`src/rtl/cpu_pkg.sv`:
```
// ----------------------------------------------------------------------------
// cpu_pkg
// Shared datapath widths, ALU opcode encoding, forward-select encoding, the
// ID/EX stage register layout and a writeback-hit helper used by the
// operand-forwarding logic.
// ----------------------------------------------------------------------------
package cpu_pkg;

  localparam int DW = 32;  // datapath width
  localparam int AW = 5;   // register-address width
  localparam int CW = 5;   // ALU control width

  typedef enum logic [CW-1:0] {
    ALU_ADD  = 5'd0,
    ALU_SUB  = 5'd1,
    ALU_AND  = 5'd2,
    ALU_OR   = 5'd3,
    ALU_XOR  = 5'd4,
    ALU_NOR  = 5'd5,
    ALU_SLL  = 5'd6,
    ALU_SRL  = 5'd7,
    ALU_SRA  = 5'd8,
    ALU_SLT  = 5'd9,
    ALU_BNE  = 5'd10,
    ALU_BLEZ = 5'd11,
    ALU_BGTZ = 5'd12,
    ALU_BLTZ = 5'd13
  } alu_op_e;

  typedef enum logic [1:0] {
    FWD_NONE  = 2'd0,
    FWD_EXMEM = 2'd1,
    FWD_MEMWB = 2'd2
  } fwd_sel_e;

  // Contents of the ID/EX pipeline register.
  typedef struct packed {
    logic          valid;
    logic          mem_read;
    logic          mem_write;
    logic          reg_write;
    logic [AW-1:0] rs_addr;
    logic [AW-1:0] rt_addr;
    logic [AW-1:0] dst;
    logic [DW-1:0] rs_data;
    logic [DW-1:0] rt_data;
    logic [15:0]   imm16;
    logic [4:0]    shamt;
    logic          ext_op;
    logic          lu_op;
    logic          alu_src1;
    logic          alu_src2;
    logic [CW-1:0] alu_ctrl;
    logic          sign;
  } ex_stage_t;

  // A later stage writes the register being read; $0 is hardwired and
  // never matches.
  function automatic logic wb_hit(input logic          we,
                                  input logic [AW-1:0] dst,
                                  input logic [AW-1:0] addr);
    return we && (dst != '0) && (dst == addr);
  endfunction

endpackage

```
`src/rtl/id_ex_stage_if.sv`:
```
// ----------------------------------------------------------------------------
// id_ex_stage_if
// Bundles every non-clock/reset signal of the ID/EX stage.
//   slave  : the stage itself (consumes ID, control and forwarding inputs,
//            drives ALU operands, registered control and the stall flag).
//   master : the surrounding pipeline / testbench.
// ----------------------------------------------------------------------------
interface id_ex_stage_if;
  import cpu_pkg::*;

  // Pipeline control
  logic          hold;
  logic          flush;
  // Decoded ID-stage instruction
  logic          id_valid;
  logic [AW-1:0] id_rs_addr;
  logic [AW-1:0] id_rt_addr;
  logic [AW-1:0] id_dst;
  logic          id_uses_rs;
  logic          id_uses_rt;
  logic [DW-1:0] id_rs_data;
  logic [DW-1:0] id_rt_data;
  logic [15:0]   id_imm16;
  logic [4:0]    id_shamt;
  logic          id_ext_op;
  logic          id_lu_op;
  logic          id_alu_src1;
  logic          id_alu_src2;
  logic [CW-1:0] id_alu_ctrl;
  logic          id_sign;
  logic          id_mem_read;
  logic          id_mem_write;
  logic          id_reg_write;
  // Forwarding sources
  logic          exmem_reg_write;
  logic [AW-1:0] exmem_dst;
  logic [DW-1:0] exmem_result;
  logic          memwb_reg_write;
  logic [AW-1:0] memwb_dst;
  logic [DW-1:0] memwb_data;
  // EX-side outputs
  logic [DW-1:0] alu_in1;
  logic [DW-1:0] alu_in2;
  logic [CW-1:0] alu_ctrl;
  logic          alu_sign;
  logic [DW-1:0] ex_store_data;
  logic [AW-1:0] ex_dst;
  logic          ex_valid;
  logic          ex_mem_read;
  logic          ex_mem_write;
  logic          ex_reg_write;
  logic          load_use_stall;

  modport slave (
    input  hold, flush,
    input  id_valid, id_rs_addr, id_rt_addr, id_dst, id_uses_rs, id_uses_rt,
    input  id_rs_data, id_rt_data, id_imm16, id_shamt, id_ext_op, id_lu_op,
    input  id_alu_src1, id_alu_src2, id_alu_ctrl, id_sign,
    input  id_mem_read, id_mem_write, id_reg_write,
    input  exmem_reg_write, exmem_dst, exmem_result,
    input  memwb_reg_write, memwb_dst, memwb_data,
    output alu_in1, alu_in2, alu_ctrl, alu_sign, ex_store_data, ex_dst,
    output ex_valid, ex_mem_read, ex_mem_write, ex_reg_write, load_use_stall
  );

  modport master (
    output hold, flush,
    output id_valid, id_rs_addr, id_rt_addr, id_dst, id_uses_rs, id_uses_rt,
    output id_rs_data, id_rt_data, id_imm16, id_shamt, id_ext_op, id_lu_op,
    output id_alu_src1, id_alu_src2, id_alu_ctrl, id_sign,
    output id_mem_read, id_mem_write, id_reg_write,
    output exmem_reg_write, exmem_dst, exmem_result,
    output memwb_reg_write, memwb_dst, memwb_data,
    input  alu_in1, alu_in2, alu_ctrl, alu_sign, ex_store_data, ex_dst,
    input  ex_valid, ex_mem_read, ex_mem_write, ex_reg_write, load_use_stall
  );
endinterface

```
`src/rtl/id_ex_stage_fwd_mux.sv`:
```
// ----------------------------------------------------------------------------
// fwd_mux
// Priority forwarding for one ALU source operand.
//   src_addr_i             : registered source register of the EX instruction
//   reg_data_i             : registered (capture-time) operand value
//   exmem_* / memwb_*      : in-flight results from later stages
//   data_o                 : forwarded operand (EX/MEM > MEM/WB > register)
// ----------------------------------------------------------------------------
module fwd_mux
  import cpu_pkg::*;
(
  input  logic [AW-1:0] src_addr_i,
  input  logic [DW-1:0] reg_data_i,
  input  logic          exmem_reg_write_i,
  input  logic [AW-1:0] exmem_dst_i,
  input  logic [DW-1:0] exmem_result_i,
  input  logic          memwb_reg_write_i,
  input  logic [AW-1:0] memwb_dst_i,
  input  logic [DW-1:0] memwb_data_i,
  output logic [DW-1:0] data_o
);

  fwd_sel_e sel;

  always_comb begin
    sel = FWD_NONE;
    // EX/MEM holds the younger result, so it wins over MEM/WB.
    if (wb_hit(exmem_reg_write_i, exmem_dst_i, src_addr_i)) begin
      sel = FWD_EXMEM;
    end else if (wb_hit(memwb_reg_write_i, memwb_dst_i, src_addr_i)) begin
      sel = FWD_MEMWB;
    end

    unique case (sel)
      FWD_EXMEM: data_o = exmem_result_i;
      FWD_MEMWB: data_o = memwb_data_i;
      default:   data_o = reg_data_i;
    endcase
  end

endmodule

```
`src/rtl/id_ex_stage.sv`:
```
// ----------------------------------------------------------------------------
// id_ex_stage
// ID/EX pipeline register plus EX operand preparation feeding the ALU.
//   clk, reset : rising-edge clock, asynchronous active-high reset
//   bus.slave  : ID inputs, hold/flush, forwarding sources in; ALU operands,
//                registered control, store data and load_use_stall out
// Operands are valid one cycle after capture; alu_in1/alu_in2/store data are
// combinational from the stage register and the live forwarding inputs.
// ----------------------------------------------------------------------------
module id_ex_stage
  import cpu_pkg::*;
(
  input  logic         clk,
  input  logic         reset,
  id_ex_stage_if.slave bus
);

  ex_stage_t     stage_q, stage_d;
  logic          load_use;
  logic [DW-1:0] fwd_rs, fwd_rt;
  logic [DW-1:0] ext_imm;

  // A load in EX cannot forward in time to a consumer still in ID. Not
  // masked by hold/flush; upstream combines them.
  assign load_use = stage_q.valid && stage_q.mem_read && (stage_q.dst != '0)
                 && bus.id_valid
                 && ((bus.id_uses_rs && (bus.id_rs_addr == stage_q.dst))
                  || (bus.id_uses_rt && (bus.id_rt_addr == stage_q.dst)));

  assign bus.load_use_stall = load_use;

  // Capture priority: hold > flush > load-use bubble > new instruction.
  always_comb begin
    // NOTE: start from the held value so every path assigns stage_d and no
    // latch is inferred.
    stage_d = stage_q;
    if (bus.hold) begin
      stage_d = stage_q;
    end else if (bus.flush || load_use) begin
      stage_d = '0;
    end else begin
      stage_d.valid     = bus.id_valid;
      // Control is qualified by id_valid so an empty ID slot behaves as a
      // bubble downstream.
      stage_d.mem_read  = bus.id_valid && bus.id_mem_read;
      stage_d.mem_write = bus.id_valid && bus.id_mem_write;
      stage_d.reg_write = bus.id_valid && bus.id_reg_write;
      stage_d.rs_addr   = bus.id_rs_addr;
      stage_d.rt_addr   = bus.id_rt_addr;
      stage_d.dst       = bus.id_dst;
      // Write-first register file: a same-cycle MEM/WB write overrides the
      // stale read data.
      stage_d.rs_data   = wb_hit(bus.memwb_reg_write, bus.memwb_dst, bus.id_rs_addr)
                          ? bus.memwb_data : bus.id_rs_data;
      stage_d.rt_data   = wb_hit(bus.memwb_reg_write, bus.memwb_dst, bus.id_rt_addr)
                          ? bus.memwb_data : bus.id_rt_data;
      stage_d.imm16     = bus.id_imm16;
      stage_d.shamt     = bus.id_shamt;
      stage_d.ext_op    = bus.id_ext_op;
      stage_d.lu_op     = bus.id_lu_op;
      stage_d.alu_src1  = bus.id_alu_src1;
      stage_d.alu_src2  = bus.id_alu_src2;
      stage_d.alu_ctrl  = bus.id_alu_ctrl;
      stage_d.sign      = bus.id_sign;
    end
  end

  // NOTE: the whole stage register is cleared on reset so a discarded
  // instruction cannot leak data fields into the ALU.
  always_ff @(posedge clk or posedge reset) begin
    if (reset) begin
      stage_q <= '0;
    end else begin
      // NOTE: non-blocking so every flop samples pre-edge values.
      stage_q <= stage_d;
    end
  end

  fwd_mux u_fwd_rs (
    .src_addr_i        (stage_q.rs_addr),
    .reg_data_i        (stage_q.rs_data),
    .exmem_reg_write_i (bus.exmem_reg_write),
    .exmem_dst_i       (bus.exmem_dst),
    .exmem_result_i    (bus.exmem_result),
    .memwb_reg_write_i (bus.memwb_reg_write),
    .memwb_dst_i       (bus.memwb_dst),
    .memwb_data_i      (bus.memwb_data),
    .data_o            (fwd_rs)
  );

  fwd_mux u_fwd_rt (
    .src_addr_i        (stage_q.rt_addr),
    .reg_data_i        (stage_q.rt_data),
    .exmem_reg_write_i (bus.exmem_reg_write),
    .exmem_dst_i       (bus.exmem_dst),
    .exmem_result_i    (bus.exmem_result),
    .memwb_reg_write_i (bus.memwb_reg_write),
    .memwb_dst_i       (bus.memwb_dst),
    .memwb_data_i      (bus.memwb_data),
    .data_o            (fwd_rt)
  );

  // LUI placement takes precedence over sign/zero extension.
  always_comb begin
    if (stage_q.lu_op) begin
      ext_imm = {stage_q.imm16, 16'b0};
    end else if (stage_q.ext_op) begin
      ext_imm = {{(DW-16){stage_q.imm16[15]}}, stage_q.imm16};
    end else begin
      ext_imm = {{(DW-16){1'b0}}, stage_q.imm16};
    end
  end

  assign bus.alu_in1       = stage_q.alu_src1 ? {{(DW-5){1'b0}}, stage_q.shamt} : fwd_rs;
  assign bus.alu_in2       = stage_q.alu_src2 ? ext_imm : fwd_rt;
  assign bus.ex_store_data = fwd_rt;
  assign bus.alu_ctrl      = stage_q.alu_ctrl;
  assign bus.alu_sign      = stage_q.sign;
  assign bus.ex_dst        = stage_q.dst;
  assign bus.ex_valid      = stage_q.valid;
  assign bus.ex_mem_read   = stage_q.mem_read;
  assign bus.ex_mem_write  = stage_q.mem_write;
  assign bus.ex_reg_write  = stage_q.reg_write;

endmodule

```
`src/flat_wrapper.sv`:
```
// flat-port wrapper written by rule: the top's interface ports become plain ports
module id_ex_stage_flat import cpu_pkg::*;
  (clk, reset, bus_hold, bus_flush, bus_id_valid, bus_id_rs_addr, bus_id_rt_addr, bus_id_dst, bus_id_uses_rs, bus_id_uses_rt, bus_id_rs_data, bus_id_rt_data, bus_id_imm16, bus_id_shamt, bus_id_ext_op, bus_id_lu_op, bus_id_alu_src1, bus_id_alu_src2, bus_id_alu_ctrl, bus_id_sign, bus_id_mem_read, bus_id_mem_write, bus_id_reg_write, bus_exmem_reg_write, bus_exmem_dst, bus_exmem_result, bus_memwb_reg_write, bus_memwb_dst, bus_memwb_data, bus_alu_in1, bus_alu_in2, bus_alu_ctrl, bus_alu_sign, bus_ex_store_data, bus_ex_dst, bus_ex_valid, bus_ex_mem_read, bus_ex_mem_write, bus_ex_reg_write, bus_load_use_stall);
  id_ex_stage_if bus_i ();
  input  logic clk;
  input  logic reset;
  input wire logic [$bits(bus_i.hold)-1:0] bus_hold;
  input wire logic [$bits(bus_i.flush)-1:0] bus_flush;
  input wire logic [$bits(bus_i.id_valid)-1:0] bus_id_valid;
  input wire logic [$bits(bus_i.id_rs_addr)-1:0] bus_id_rs_addr;
  input wire logic [$bits(bus_i.id_rt_addr)-1:0] bus_id_rt_addr;
  input wire logic [$bits(bus_i.id_dst)-1:0] bus_id_dst;
  input wire logic [$bits(bus_i.id_uses_rs)-1:0] bus_id_uses_rs;
  input wire logic [$bits(bus_i.id_uses_rt)-1:0] bus_id_uses_rt;
  input wire logic [$bits(bus_i.id_rs_data)-1:0] bus_id_rs_data;
  input wire logic [$bits(bus_i.id_rt_data)-1:0] bus_id_rt_data;
  input wire logic [$bits(bus_i.id_imm16)-1:0] bus_id_imm16;
  input wire logic [$bits(bus_i.id_shamt)-1:0] bus_id_shamt;
  input wire logic [$bits(bus_i.id_ext_op)-1:0] bus_id_ext_op;
  input wire logic [$bits(bus_i.id_lu_op)-1:0] bus_id_lu_op;
  input wire logic [$bits(bus_i.id_alu_src1)-1:0] bus_id_alu_src1;
  input wire logic [$bits(bus_i.id_alu_src2)-1:0] bus_id_alu_src2;
  input wire logic [$bits(bus_i.id_alu_ctrl)-1:0] bus_id_alu_ctrl;
  input wire logic [$bits(bus_i.id_sign)-1:0] bus_id_sign;
  input wire logic [$bits(bus_i.id_mem_read)-1:0] bus_id_mem_read;
  input wire logic [$bits(bus_i.id_mem_write)-1:0] bus_id_mem_write;
  input wire logic [$bits(bus_i.id_reg_write)-1:0] bus_id_reg_write;
  input wire logic [$bits(bus_i.exmem_reg_write)-1:0] bus_exmem_reg_write;
  input wire logic [$bits(bus_i.exmem_dst)-1:0] bus_exmem_dst;
  input wire logic [$bits(bus_i.exmem_result)-1:0] bus_exmem_result;
  input wire logic [$bits(bus_i.memwb_reg_write)-1:0] bus_memwb_reg_write;
  input wire logic [$bits(bus_i.memwb_dst)-1:0] bus_memwb_dst;
  input wire logic [$bits(bus_i.memwb_data)-1:0] bus_memwb_data;
  output wire logic [$bits(bus_i.alu_in1)-1:0] bus_alu_in1;
  output wire logic [$bits(bus_i.alu_in2)-1:0] bus_alu_in2;
  output wire logic [$bits(bus_i.alu_ctrl)-1:0] bus_alu_ctrl;
  output wire logic [$bits(bus_i.alu_sign)-1:0] bus_alu_sign;
  output wire logic [$bits(bus_i.ex_store_data)-1:0] bus_ex_store_data;
  output wire logic [$bits(bus_i.ex_dst)-1:0] bus_ex_dst;
  output wire logic [$bits(bus_i.ex_valid)-1:0] bus_ex_valid;
  output wire logic [$bits(bus_i.ex_mem_read)-1:0] bus_ex_mem_read;
  output wire logic [$bits(bus_i.ex_mem_write)-1:0] bus_ex_mem_write;
  output wire logic [$bits(bus_i.ex_reg_write)-1:0] bus_ex_reg_write;
  output wire logic [$bits(bus_i.load_use_stall)-1:0] bus_load_use_stall;
  assign bus_i.hold = bus_hold;
  assign bus_i.flush = bus_flush;
  assign bus_i.id_valid = bus_id_valid;
  assign bus_i.id_rs_addr = bus_id_rs_addr;
  assign bus_i.id_rt_addr = bus_id_rt_addr;
  assign bus_i.id_dst = bus_id_dst;
  assign bus_i.id_uses_rs = bus_id_uses_rs;
  assign bus_i.id_uses_rt = bus_id_uses_rt;
  assign bus_i.id_rs_data = bus_id_rs_data;
  assign bus_i.id_rt_data = bus_id_rt_data;
  assign bus_i.id_imm16 = bus_id_imm16;
  assign bus_i.id_shamt = bus_id_shamt;
  assign bus_i.id_ext_op = bus_id_ext_op;
  assign bus_i.id_lu_op = bus_id_lu_op;
  assign bus_i.id_alu_src1 = bus_id_alu_src1;
  assign bus_i.id_alu_src2 = bus_id_alu_src2;
  assign bus_i.id_alu_ctrl = bus_id_alu_ctrl;
  assign bus_i.id_sign = bus_id_sign;
  assign bus_i.id_mem_read = bus_id_mem_read;
  assign bus_i.id_mem_write = bus_id_mem_write;
  assign bus_i.id_reg_write = bus_id_reg_write;
  assign bus_i.exmem_reg_write = bus_exmem_reg_write;
  assign bus_i.exmem_dst = bus_exmem_dst;
  assign bus_i.exmem_result = bus_exmem_result;
  assign bus_i.memwb_reg_write = bus_memwb_reg_write;
  assign bus_i.memwb_dst = bus_memwb_dst;
  assign bus_i.memwb_data = bus_memwb_data;
  assign bus_alu_in1 = bus_i.alu_in1;
  assign bus_alu_in2 = bus_i.alu_in2;
  assign bus_alu_ctrl = bus_i.alu_ctrl;
  assign bus_alu_sign = bus_i.alu_sign;
  assign bus_ex_store_data = bus_i.ex_store_data;
  assign bus_ex_dst = bus_i.ex_dst;
  assign bus_ex_valid = bus_i.ex_valid;
  assign bus_ex_mem_read = bus_i.ex_mem_read;
  assign bus_ex_mem_write = bus_i.ex_mem_write;
  assign bus_ex_reg_write = bus_i.ex_reg_write;
  assign bus_load_use_stall = bus_i.load_use_stall;
  id_ex_stage u_core (.clk(clk), .reset(reset), .bus(bus_i));
endmodule
```
`config.mk`:
```
export PLATFORM = sky130hd
export DESIGN_NAME = id_ex_stage_flat
export DESIGN_NICKNAME = d
export VERILOG_FILES = /design/src/rtl/cpu_pkg.sv /design/src/rtl/id_ex_stage_if.sv /design/src/rtl/id_ex_stage_fwd_mux.sv /design/src/rtl/id_ex_stage.sv /design/src/flat_wrapper.sv
export SDC_FILE = /design/constraint.sdc
export NUM_CORES = 1
export LEC_CHECK = 0
export ABC_AREA = 1
export BUFFER_PORTS_ARGS = -buffer_cell sky130_fd_sc_hd__buf_2
export CAP_MARGIN = 40
export CORE_ASPECT_RATIO = 1.75
export CORE_MARGIN = 2
export CORE_UTILIZATION = 35
export DETAILED_ROUTE_END_ITERATION = 6
export SLEW_MARGIN = 25
export SYNTH_ARGS = -nofsm -noshare
export SYNTH_HDL_FRONTEND = slang
export SYNTH_HIERARCHICAL = 1
export SYNTH_SLANG_ARGS = --single-unit
```
`constraint.sdc`:
```
create_clock -name clk -period 8.8 [get_ports clk]
set_input_delay 0 -clock clk [delete_from_list [all_inputs] [get_ports clk]]
set_output_delay 0 -clock clk [all_outputs]
set_load 0.03 [all_outputs]
```
==> out/results.ini, run 1 <==
[outcome]
outcome=finished, final reports clean

[timing]
setup_violations=0
period_share_pct=37.3
max_slew_margin_pct=44.0
maxSlewViolCount=0
worst_clock_skew_ns=0.00868
setup_tns_ns=0
fin_ws_ns=5.52
clock.fmax_mhz=305
rsz0062_at_grt=false
tightest_slew_ns=0.837
finalHoldViolations=0
finalCriticalPeriod_ns=3.28
hold_slack_ns=0.0129

[pwr]
p_total_mw=1.89
internal_power_mw=1.19
power_density_nw_per_um2=141
p_switching_mw=0.700
power.share.sequential_pct=31.5
switching_share_pct=37.0
p_leak_nw=7.36
clkPwrFrac_pct=34.2
p_comb_share_pct=34.3
irDropWorstVdd_v=0.000136

[logic_synthesis]
synth.most_common_cell=nand2_1
synth_edf_count=0
syn-cell-area_um2=9260
ys_top_cells_by_area=dfrtp_1, nand2_1, nand3_2, nand3_1, nand4_1
syn_inst=1398
synthXorXnorAreaFrac_pct=0.852
synth_adder_area_share_pct=0
async_flop_share_pct=100
synth-compound-area-share_pct=1.96
ys_seq_elements=114
synth.avg_cell_area_um2=6.62
synth-simple-area-share_pct=55.1
synth_cell_types=27
post-synth-top-area-cell=dfrtp_1
synth.area.mux_share_pct=0.608
yosysWarnings=6
synth_flop_cell=dfrtp_1
synth_top_family_by_area=simple AND/OR/NAND/NOR gates
synth_top_area_share_pct=30.8
ys_seq_area_share_pct=30.8
synth_common_cells=nand2_1, nand3_1, dfrtp_1
synth_nets=1594

[global_route]
antenna_found_initial=3
grt_pass1_wl_um=61400
first_global_vias=11100
grt_use_total_pct=28.9
grt_max_degree=67
grt-ovfl-total=0

[placement]
placed_area_um2=10900
dpl.hpwl_um=28300
dp_cells=1934
routabilityCongestion=0.889
portBuffers=307
place_ws_ns=5.79

[finish]
fin_area_um2=13400
n_fill_cell=2566
syn_to_final_growth_pct=44.6
utilization_pct=51.6
drive_gt1_share_pct=28.0
fin_nets=2019
layout.cells.non_filler=2159

[cts]
cts_tree=done
clockRootBuffer=clkbuf_16
worstSkewPairLatency_ns=0.43
clkSinkCount=114
cts_buffer_depth=2
ctsResizeCount=0
cts-buffers-inserted=17
clk_pin_slew_worst_paths_ns=0.05
htree_levels=4

[setup_path]
cp_common_cell=nand2_1
reg2reg_slack_ns=5.68
cp-end-kind=flip-flop
required_ns=9.11
cp_num_buf_inv=6
cp.arrival_ns=3.59
regToRegEndpoint=u_core/bus.ex_dst[0]
path_class=input pin to flip-flop
reg2reg_from=u_core/bus.ex_dst[4]
path_delay_family=buffers and inverters
critical_path.startpoint_type=input pin
reg2reg_depth=12
cp_cell_sequence=dlygate4sd3_1 > buf_2 > xnor2_1 > nand2_1 > nor2_4 > buf_4 > nand3_1 > buf_4 > nand2_1 > nand2_1 > dlygate4sd3_1 > nand2_1 > nand2_1 > dlygate4sd3_1
cp_max_fo=33
crit_slowest_cell=dlygate4sd3_1
cpPeakStageDelay_ns=0.55

[floorplan]
dieWidth_um=127
row_count=78
die_area_um2=27800
die_height_um=219
start_util_pct=35.7
core_um2=26000
pin_count=308

[min_path]
whs_path_depth=5
min_to=u_core/stage_q[61]
hold_path.class=input pin to flip-flop
min_from=bus_memwb_data[30]

[routing]
finalWirelength_um=41000
viasPerCell=5.30
drtAntennaViolNets=0
vias=11400
dr.first_iter.drc_count=875
drc=0
wl_per_cell_um=19.0
drt_first_pass_iters=7

[run]
maxCapViolCount=0

-- flip-flops by register name, summed over array words and instances, names as in the netlist --
signal	count
u_core/bus.alu_ctrl	5
u_core/bus.alu_sign	1
u_core/bus.ex_dst	5
u_core/bus.ex_mem_read	1
u_core/bus.ex_mem_write	1
u_core/bus.ex_reg_write	1
u_core/bus.ex_valid	1
u_core/stage_q	99
-- per-layer routing --
| metal | part of all wire (%) | vias up | GRT usage, % | wire [um] |
|---|---|---|---|---|
| li1 | - | 5372 | - | - |
| met1 | 36 | 5310 | 31.3 | 14700 |
| met2 | 50 | 586 | 49.9 | 20600 |
| met3 | 6.4 | 166 | 5.29 | 2640 |
| met4 | 7.4 | 0 | 21.1 | 3050 |
| met5 | 0 | - | 0 | 0 |
-- worst max path at each step --
stage | depth (start not counted) | startpoint | to | slack, ns
after floorplan | 1 | reset | u_core/bus.alu_ctrl[0] | 5.78
after global placement | 11 | u_core/stage_q[101] | bus_alu_in2[18] | 5.52
after detailed placement | 12 | u_core/stage_q[101] | bus_alu_in2[20] | 5.79
after CTS | 12 | u_core/stage_q[101] | bus_alu_in2[20] | 5.32
after global routing | 14 | bus_id_rs_addr[0] | u_core/stage_q[89] | 5.38
final | 14 | bus_id_rs_addr[0] | u_core/stage_q[77] | 5.52
-- cell type report --
cell class	count	area (um2)	area share [%]
diodes	3	7.51	0.0561
clock buffers	27	513	3.83
clock inverters	5	25.0	0.187
inverters	84	318	2.37
multi-input cells	1088	5460	40.8
flip-flops and latches	114	2850	21.3
well taps	320	400	2.99
repair buffers	518	3810	28.5
-- worst min-delay path: cells and delay by family --
| kind | cells | cell delay [ns] |
|---|---|---|
| AND/OR/NAND/NOR | 4 | 0.24 |
| buffers and inverters | 1 | 0.16 |
-- power by group through the flow --
stage	Combinational, mW	Clock [mW]	Sequential, mW
CTS	0.631	0.661	0.596
global route	0.694	0.682	0.601
detailed placement	0.559	0	0.604
global placement	0.548	0	0.604
finish	0.648	0.648	0.597
floorplan	0.356	0	0.599
-- layout by cell type, fill, tap and decap left out, types with 10 or more instances in the layout --
| cell | n |
|---|---|
| nand2_1 | 609 |
| buf_2 | 306 |
| dlygate4sd3_1 | 185 |
| nand3_1 | 142 |
| dfrtp_1 | 114 |
| nand3_2 | 111 |
| nand4_1 | 98 |
| nor2_1 | 68 |
| inv_1 | 61 |
| inv_2 | 18 |
| a21oi_1 | 18 |
| clkbuf_16 | 17 |
| buf_4 | 15 |
| buf_16 | 10 |
-- cells by family after synthesis --
family / Yosys count
buffers and inverters: 196
xor gates and xnor gates: 9
muxes: 5
AOI/OAI and AO/OA: 30
DFF: 114
and+or+nand+nor: 1044
-- what timing repair did --
action | 4_1_cts | 5_1_grt
setup buffers | 0 | 0
hold endpoints to repair | 160 | 0
hold buffers | 185 | 0
(Power assumes the default switching activity.)
==> run 2: changes to the inputs <==
==> constraint.sdc (replaced) <==
create_clock -name clk -period 3.25 [get_ports clk]
set_input_delay 0 -clock clk [delete_from_list [all_inputs] [get_ports clk]]
set_output_delay 0 -clock clk [all_outputs]
set_load 0.03 [all_outputs]
==> run 2 against run 1 <==
Critical path depth is 3 lower. Critical path type is now flip-flop to primary output. Power rose to 2.9 times the previous value. Via count increased by 0.73%. Highest routed layer unchanged. Sequential cell count unchanged. Largest cell class unchanged.
==> out/results.ini, run 2 (same netlist as run 1, synthesis figures left out) <==
[outcome]
outcome=finished, final reports clean

[routing]
viasPerCell=5.35  ; +1.1%
drt_first_pass_iters=5  ; -2
vias=11500  ; +0.73%
finalWirelength_um=41000  ; +0.14%
wl_per_cell_um=19.1  ; +0.51%
drtAntennaViolNets=0  ; unchanged
drc=0  ; unchanged
dr.first_iter.drc_count=981  ; +12%

[setup_path]
cp.arrival_ns=2.86  ; -0.73 ns
path_class=flip-flop to primary output
cp_common_cell=nand2_1
required_ns=3.25  ; -5.86 ns
cp-end-kind=primary output
cp_max_fo=45  ; +36%
critical_path.startpoint_type=flip-flop
cp_cell_sequence=inv_2 > nand2_1 > nand2_1 > nand2_2 > nor2_4 > nand3_4 > nand3_1 > nand3_2 > nor2_1 > a21oi_1 > buf_2
cpPeakStageDelay_ns=0.52  ; -0.03 ns
crit_slowest_cell=nand3_4

[timing]
rsz0062_at_grt=false
finalHoldViolations=0  ; unchanged
max_slew_margin_pct=43.6  ; -0.47 points
maxSlewViolCount=0  ; unchanged
hold_slack_ns=0.0177  ; +0.00475 ns
worst_clock_skew_ns=0.00691  ; -0.00177 ns
tightest_slew_ns=0.846  ; +0.00974 ns
period_share_pct=87.9
setup_violations=0  ; unchanged
clock.fmax_mhz=350
fin_ws_ns=0.394  ; -5.13 ns
finalCriticalPeriod_ns=2.86
setup_tns_ns=0  ; unchanged

[global_route]
first_global_vias=11600  ; +4.1%
antenna_found_initial=5  ; +2
grt_use_total_pct=29.0  ; +0.18 points
grt_max_degree=71  ; +6.0%
grt_pass1_wl_um=62300  ; +1.6%
grt-ovfl-total=0  ; unchanged

[cts]
clockRootBuffer=clkbuf_16
worstSkewPairLatency_ns=0.43  ; about the same
clk_pin_slew_worst_paths_ns=0.06  ; about the same
cts_tree=done
cts_buffer_depth=2  ; unchanged
clkSinkCount=114  ; unchanged
postCtsSetupBuffers=0  ; unchanged
cts-buffers-inserted=17  ; unchanged
htree_levels=4  ; unchanged

[pwr]
clkPwrFrac_pct=39.8  ; +5.6 points
irDropWorstVdd_v=0.000332  ; +140%
p_total_mw=5.53  ; +190%
power.share.sequential_pct=29.2  ; -2.3 points
p_comb_share_pct=30.9  ; -3.4 points
power_density_nw_per_um2=417  ; +190%
p_switching_mw=1.91  ; +170%
p_leak_nw=7.30  ; -0.83%
switching_share_pct=34.6  ; -2.4 points
internal_power_mw=3.61  ; +200%

[finish]
layout.cells.non_filler=2151  ; -0.37%
syn_to_final_growth_pct=43.3
drive_gt1_share_pct=28.7  ; +0.72 points
utilization_pct=51.1  ; -0.46 points
layout_commonest_cell=nand2_1
final_cell_mix=nand2_1, buf_2, dlygate4sd3_1
fin_nets=2008  ; -0.54%
largest_reg_flops=99  ; unchanged
regMostFlops=u_core/stage_q
fin_area_um2=13300  ; -0.90%

[run]
maxCapViolCount=0  ; unchanged

[floorplan]
die_area_um2=27800  ; unchanged
start_util_pct=35.7  ; unchanged
dieWidth_um=127  ; unchanged
die_height_um=219  ; unchanged
core_um2=26000  ; unchanged
pin_count=308  ; unchanged
row_count=78  ; unchanged

[placement]
placed_area_um2=10800  ; about the same
dp_cells=1943  ; +0.47%
portBuffers=307  ; unchanged
place_ws_ns=0.874  ; -4.92 ns
dpl.hpwl_um=27900  ; -1.4%
routabilityCongestion=0.942  ; +5.9%

[min_path]
hold_path.class=input pin to flip-flop

==> run 2: changes by cell type in the layout (fill, tap and decap cells not counted), sizes merged <==
cell         change
bufinv           +6
clkbuf           -6
buf              +6
dlygate4sd3     -17
diode            +3
==> run 2: layer usage <==
metal  up-vias  part of all wire, %  global-route usage (%)
li1       5358                    -                       -
met1      5357                   37                    31.7
met2       632                   50                    50.9
met3       170                  6.2                    4.78
met4         0                  6.2                    20.2
met5         -                    0                       0
==> run 2: repair_timing <==
item / CTS / global route
endpoints found under the hold margin: 163 / 0
hold buffers: 168 / 0
setup endpoints to repair: 0 / 0
gates resized for setup: 0 / 0
==> run 2: path summary, 6_finish.rpt <==
| kind | from | to | slack [ns] | depth (start not counted) |
|---|---|---|---|---|
| setup / recovery | u_core/stage_q[101] | bus_alu_in2[19] | 0.39 | 11 |
| min in group asynchronous | reset | u_core/bus.alu_ctrl[0] | 0.12 | 3 |
| hold reg to reg | u_core/bus.ex_mem_write | u_core/bus.ex_mem_write | 0.47 | 2 |
| hold / removal | bus_memwb_data[18] | u_core/stage_q[81] | 0.02 | 5 |
| setup reg to reg | u_core/bus.ex_dst[1] | u_core/stage_q[18] | 1.23 | 10 |
| max in group asynchronous | reset | u_core/stage_q[81] | 2.28 | 5 |
==> run 2: final cells by class <==
type                            instances  area (um2)
Timing Repair Buffer                  507        3550
Tap cell                              320         400
Antenna cell                            6        15.0
Clock buffer                           21         470
Inverter                               84         318
Multi-Input combinational cell       1088        5460
Fill cell                            2574       12700
Sequential cell                       114        2850
Clock inverter                         11         205
==> run 2: worst max-delay path, delay by kind of cell (launching register included) <==
kind	cells	cell delay, ns
AO/OA/AOI/OAI	1	0.07
flip-flops	1	0.44
AND/OR/NAND/NOR	8	1.57
buffers and inverters	2	0.31
==> run 2: power by group through the flow <==
| stage | clock network (mW) | logic [mW] | registers (mW) |
|---|---|---|---|
| final | 2.20 | 1.71 | 1.62 |
| after global routing | 2.31 | 1.83 | 1.63 |
| after CTS | 2.24 | 1.69 | 1.61 |
| after detailed placement | 0 | 1.52 | 1.64 |
| after global placement | 0 | 1.50 | 1.63 |
| after floorplan | 0 | 0.964 | 1.62 |
